**config.mk**
```make
export PLATFORM = sky130hd
export DESIGN_NAME = hazard_ctrl
export DESIGN_NICKNAME = d
export VERILOG_FILES = /design/src/rtl/hazard_pkg.sv /design/src/rtl/hazard_ctrl_mdu_seq.sv /design/src/rtl/hazard_ctrl.sv
export SDC_FILE = /design/constraint.sdc
export NUM_CORES = 1
export LEC_CHECK = 0
export CORE_ASPECT_RATIO = 2
export CORE_MARGIN = 5
export CORE_UTILIZATION = 44
export CTS_BUF_LIST = sky130_fd_sc_hd__clkbuf_8
export CTS_CLUSTER_DIAMETER = 30
export DETAILED_ROUTE_END_ITERATION = 10
export GPL_TIMING_DRIVEN = 1
export PLACE_DENSITY = 0.88
export SYNTH_ARGS = -nofsm -noshare
export SYNTH_HDL_FRONTEND = slang
export SYNTH_HIERARCHICAL = 1
export SYNTH_SLANG_ARGS = --single-unit
export TNS_END_PERCENT = 100
```
**constraint.sdc**
```tcl
create_clock -name clk -period 2.45 [get_ports clk]
set_input_delay 0.3675 -clock clk [delete_from_list [all_inputs] [get_ports clk]]
set_output_delay 0.3675 -clock clk [all_outputs]
set_load 0.05 [all_outputs]
```
**src/rtl/hazard_pkg.sv**
```systemverilog
// Shared encodings for the pipeline hazard controller: forwarding selects,
// result-source codes and the MUL/DIV sequencer state type.
package hazard_pkg;

    localparam logic [1:0] FWD_REG  = 2'b00;
    localparam logic [1:0] FWD_WB   = 2'b01;
    localparam logic [1:0] FWD_MEM  = 2'b10;
    localparam logic [1:0] RES_LOAD = 2'b01;

    typedef enum logic {
        IDLE = 1'b0,
        BUSY = 1'b1
    } mdu_state_t;

    // A younger producer (MEM) shadows an older one (WB); x0 is hardwired zero.
    function automatic logic [1:0] fwd_sel(
        input logic [4:0] rs,
        input logic [4:0] rd_m,
        input logic       wr_m,
        input logic [4:0] rd_w,
        input logic       wr_w
    );
        if (wr_m && rd_m != 5'd0 && rd_m == rs)
            return FWD_MEM;
        else if (wr_w && rd_w != 5'd0 && rd_w == rs)
            return FWD_WB;
        else
            return FWD_REG;
    endfunction

endpackage

```
**src/rtl/hazard_ctrl_mdu_seq.sv**
```systemverilog
// MUL/DIV sequencer: holds the pipeline while a multi-cycle op occupies EX and
// flags the cycle its result is valid.
module mdu_seq
    import hazard_pkg::*;
#(
    parameter int MDU_LAT = 4
) (
    input  logic clk,
    input  logic rst,
    input  logic MduStartE,
    output logic mduStall,
    output logic MduDone
);

    // The first EX cycle is spent in IDLE, so BUSY counts down the remaining stalls.
    localparam logic [3:0] CNT_LOAD = (MDU_LAT > 1) ? 4'(MDU_LAT - 2) : 4'd0;

    mdu_state_t state, state_n;
    logic [3:0] cnt, cnt_n;

    // NOTE: state registers use non-blocking assignments so every flop samples pre-edge values.
    always_ff @(posedge clk) begin
        if (rst) begin
            state <= IDLE;
            cnt   <= 4'd0;
        end else begin
            state <= state_n;
            cnt   <= cnt_n;
        end
    end

    // NOTE: every output of this block gets a default first so no latch is inferred.
    always_comb begin
        state_n  = state;
        cnt_n    = cnt;
        mduStall = 1'b0;
        MduDone  = 1'b0;
        if (!rst) begin
            unique case (state)
                IDLE: begin
                    if (MduStartE) begin
                        if (MDU_LAT > 1) begin
                            mduStall = 1'b1;
                            cnt_n    = CNT_LOAD;
                            state_n  = BUSY;
                        end else begin
                            MduDone = 1'b1;
                        end
                    end
                end
                BUSY: begin
                    if (cnt != 4'd0) begin
                        mduStall = 1'b1;
                        cnt_n    = cnt - 4'd1;
                    end else begin
                        MduDone = 1'b1;
                        state_n = IDLE;
                    end
                end
                default: state_n = IDLE;
            endcase
        end
    end

endmodule

```
**src/rtl/hazard_ctrl.sv**
```systemverilog
// Hazard controller for the 5-stage core: EX forwarding selects, stall/flush
// priority (MUL/DIV hold > branch flush > load-use) and saturating perf counters.
module hazard_ctrl
    import hazard_pkg::*;
#(
    parameter int MDU_LAT = 4,
    parameter int CNT_W   = 32
) (
    input  logic             clk,
    input  logic             rst,
    input  logic [4:0]       Rs1D,
    input  logic [4:0]       Rs2D,
    input  logic [4:0]       Rs1E,
    input  logic [4:0]       Rs2E,
    input  logic [4:0]       rdE,
    input  logic [4:0]       rdM,
    input  logic [4:0]       rdW,
    input  logic             RegWriteM,
    input  logic             RegWriteW,
    input  logic [1:0]       ResultSrcE,
    input  logic             PCSrcE,
    input  logic             MduStartE,
    input  logic             perf_clr,
    output logic [1:0]       ForwardAE,
    output logic [1:0]       ForwardBE,
    output logic             StallF,
    output logic             StallD,
    output logic             StallE,
    output logic             FlushD,
    output logic             FlushE,
    output logic             MduDone,
    output logic [CNT_W-1:0] stall_cycles,
    output logic [CNT_W-1:0] flush_cycles
);

    logic mdu_stall;
    logic lw_stall;

    mdu_seq #(.MDU_LAT(MDU_LAT)) u_mdu_seq (
        .clk       (clk),
        .rst       (rst),
        .MduStartE (MduStartE),
        .mduStall  (mdu_stall),
        .MduDone   (MduDone)
    );

    assign ForwardAE = fwd_sel(Rs1E, rdM, RegWriteM, rdW, RegWriteW);
    assign ForwardBE = fwd_sel(Rs2E, rdM, RegWriteM, rdW, RegWriteW);

    assign lw_stall = (ResultSrcE == RES_LOAD) && (rdE != 5'd0) &&
                      ((rdE == Rs1D) || (rdE == Rs2D));

    always_comb begin
        StallF = 1'b0;
        StallD = 1'b0;
        StallE = 1'b0;
        FlushD = 1'b0;
        FlushE = 1'b0;
        if (rst) begin
            // everything stays deasserted
        end else if (mdu_stall) begin
            // The held MUL/DIV must never be flushed, so the branch waits behind it.
            StallF = 1'b1;
            StallD = 1'b1;
            StallE = 1'b1;
        end else if (PCSrcE) begin
            FlushD = 1'b1;
            FlushE = 1'b1;
        end else if (lw_stall) begin
            StallF = 1'b1;
            StallD = 1'b1;
            FlushE = 1'b1;
        end
    end

    always_ff @(posedge clk) begin
        if (rst || perf_clr) begin
            stall_cycles <= '0;
            flush_cycles <= '0;
        end else begin
            if (StallF && stall_cycles != '1)
                stall_cycles <= stall_cycles + CNT_W'(1);
            if (FlushE && flush_cycles != '1)
                flush_cycles <= flush_cycles + CNT_W'(1);
        end
    end

endmodule

```
==> results.md <==
- Failing checks: setup timing
- Commonest non-fill, non-tap cell in the layout: buf_4
- Routed WL: 14,300 um
- Top post-synthesis cells by area: dfxtp_1, or3_1, a21oi_1, o21ai_0, or4_1
- Worst vdd ir: 0.351 mV
- IO buf count: 117
- CP endpoint kind: register
- Most frequent cells in the layout: buf_4, clkdlybuf4s50_1, dfxtp_1
- Die Ht: ~140 um
- DRC: 0
- Status: complete, but fails checks
- DP Area: 0.00583 mm^2
- Drt wl/cell: 17.9 um
- Hold path depth: 2
- Number of synthesized flops with an enable pin: 0
- FF/Latch Area: 0.00139 mm^2
- Crit Path Class: input pin to register
- # nets final: 744
- Area of the mapped netlist: between 0.003 and 0.004 mm^2
- Antenna Cells: 0
- Setup TNS: -0.00595 ns
- Seq/Total Area, Yosys: 0.351
- Hold Buf Count CTS: 0
- CP startpoint kind: input pin
- CTS tree: yes
- Worst slew pin tran: 0.596 ns
- Initial antenna violation count: 0
- GRT met1 Usage: 0.235
- Max-slew violations: 0
- Vias in the first global route: 4,863
- Reg clk slew, reported paths: 0.07 ns
- Initial Util: 0.451
- Yosys warnings: 6
- Gr usage total: 0.245
- Avg Cell Area, Syn: 7.94 um^2
- Grt met3 use: 0.0502
- HP Class: register to register
- Netlist cell types: 51
- Core area: 0.00871 mm^2
- Max Cap Viol: 0
- Cell area after layout: 0.00636 mm^2
- Routed Antenna Nets: 0
- Seq cells post-synth: 69
- First-pass DRT Iterations: 5
- Final WS setup: -0.00595 ns
- Lkg Pwr: between 2 and 2.5 nW
- Final Setup Violations: 1
- Ports: 118
- Buffer type at the clock tree root: clkbuf_8
- Layout area overhead: 61.9%
- Fin crit share: 1.00
- Drt via density: 6.06
- Fraction of registers with async set/reset: 0
- Dominant synthesized flop cell: dfxtp_1
- Multi-input logic area: 0.00262 mm^2
- Clock Sinks: slightly below 70
- First-pass GRT wire length: 22,400 um
- Req. time, crit path: 2.72 ns
- CP Max Fanout: 6
- Die Area: 0.0110 mm^2
- Largest net degree at the start of global routing: 57
- Fillers: 570
- Leading area contributor after synthesis: dfxtp_1
- Post-synthesis cell count: 495
- Max Root-Sink Buffers: 2
- Clock Latency Late Sink: 0.34 ns
- Most used routing layer in global routing: met2
- Post-Synthesis Net Count: 543
- PwrDens: 399 mW/mm^2
- Gpl congestion: 0.939
- H-tree levels: 3
- DPL Wire Length: 10,500 um
- Hold Vio Cnt, Final: 0
- FF-to-FF path depth: 14
- FMAX: 407 MHz
- Met2 usage: 0.479
- Vias: 4,842
- FP Rows: 48
- Congestion Overflow GR: 0
- RSZ-0062 raised after global routing: yes
- Share of the synthesized area in the top cell type: 0.351
- DIE WIDTH: 76.8 um
- CP Data Arrival Time: roughly 2.7 ns
- CTS Buf Count: 9
- Clk_skew: 0.00830 ns
- Slew headroom: 0.599
- Layout cell share with drive strength beyond 1: 0.242
- DRT iter0 DRCs: around 240
- Crit path time final: 2.46 ns
==> flip-flops by register name, summed over array words and instances (netlist names) <==
name / flops
flush_cycles: 32
stall_cycles: 32
u_mdu_seq/cnt: 4
u_mdu_seq/state: 1
==> cell usage after synthesis, drive strengths merged (2+ instances only) <==
cell type	number
nor4	11
and3	6
nor2	24
buf	5
or4	22
nor3	9
a31oi	2
ha	4
or2	5
o21a	3
or3	42
nand4	19
nand3b	2
xor2	17
dfxtp	69
a211oi	2
clkbuf	12
a21bo	2
nand3	24
mux2i	5
xnor2	18
nand2	37
o31a	3
o211ai	4
o21ai	39
o221a	2
inv	18
and4	2
and2	3
a21oi	52
o31ai	17
==> worst paths after layout <==
path                                                     from                            end  slack (ns)
worst max-delay path                                  Rs1D[2]  flush_cycles[29]$_SDFFE_PP0P_      -0.006
worst min-delay path             flush_cycles[4]$_SDFFE_PP0P_   flush_cycles[4]$_SDFFE_PP0P_        0.50
worst max register to register  u_mdu_seq/cnt[1]$_SDFFE_PP0P_   stall_cycles[8]$_SDFFE_PP0P_        0.04
worst min register to register   flush_cycles[4]$_SDFFE_PP0P_   flush_cycles[4]$_SDFFE_PP0P_        0.50
==> report_power, final <==
part	internal (mW)	switching (mW)
Clock	0.478	0.408
Combinational	0.271	0.244
Sequential	1.13	0.00637
Total	1.88	0.658
==> metrics by stage <==
stage	worst slack [ns]	hold WS, ns	utilization	power [mW]	std cells
final	-0.00595	0.500	0.731	2.54	799
after global routing	-0.0470	0.516	0.731	2.64	799
after CTS	-0.0391	0.499	0.707	2.52	791
after floorplan	0.00537	0.434	-	1.35	495
after detailed placement	-0.462	0.487	0.670	1.60	764
after global placement	-0.369	0.478	0.670	1.58	764
==> critical path, stage by stage <==
cell and delay [ns]:
clkdlybuf4s50_1 0.48, xnor2_1 0.14, nand2_1 0.13, o221a_1 0.29, or4_4 0.57, buf_6 0.15
or4_4 0.47, a21oi_2 0.12
==> area by class of cell <==
type,instances,area share
Clock inverter,4,0.00669
Timing Repair Buffer,207,0.310
Tap cell,100,0.0197
Sequential cell,69,0.218
Clock buffer,10,0.0216
Multi-Input combinational cell,391,0.412
Inverter,18,0.0120
==> kinds of logic (layout without fill, tap and decap cells) <==
family                     Yosys count  count (layout)  share of synthesized area
AOI/OAI and AO/OA                  133             133                      0.203
xor gates and xnor gates            35              35                     0.0780
adders and majority gates            4               4                     0.0127
buffers and inverters               35             239                     0.0356
DFF                                 69              69                      0.351
muxes                                6               6                     0.0156
and+or+nand+nor                    213             213                      0.303
==> layer usage <==
layer | routed length, um | part of all wire
met2 | 8080 | 0.57
met5 | 0 | 0
met4 | 599 | 0.042
met1 | 4820 | 0.34
met3 | 800 | 0.056
==> timing repair <==
action | 4_1_cts | 5_1_grt
setup endpoints to repair | 20 | 44
pin swaps | 9 | 25
resized for setup | 24 | 41
gates cloned | 1 | 0
buffers inserted | 12 | 10
Power figures use the tool's default switching activity.
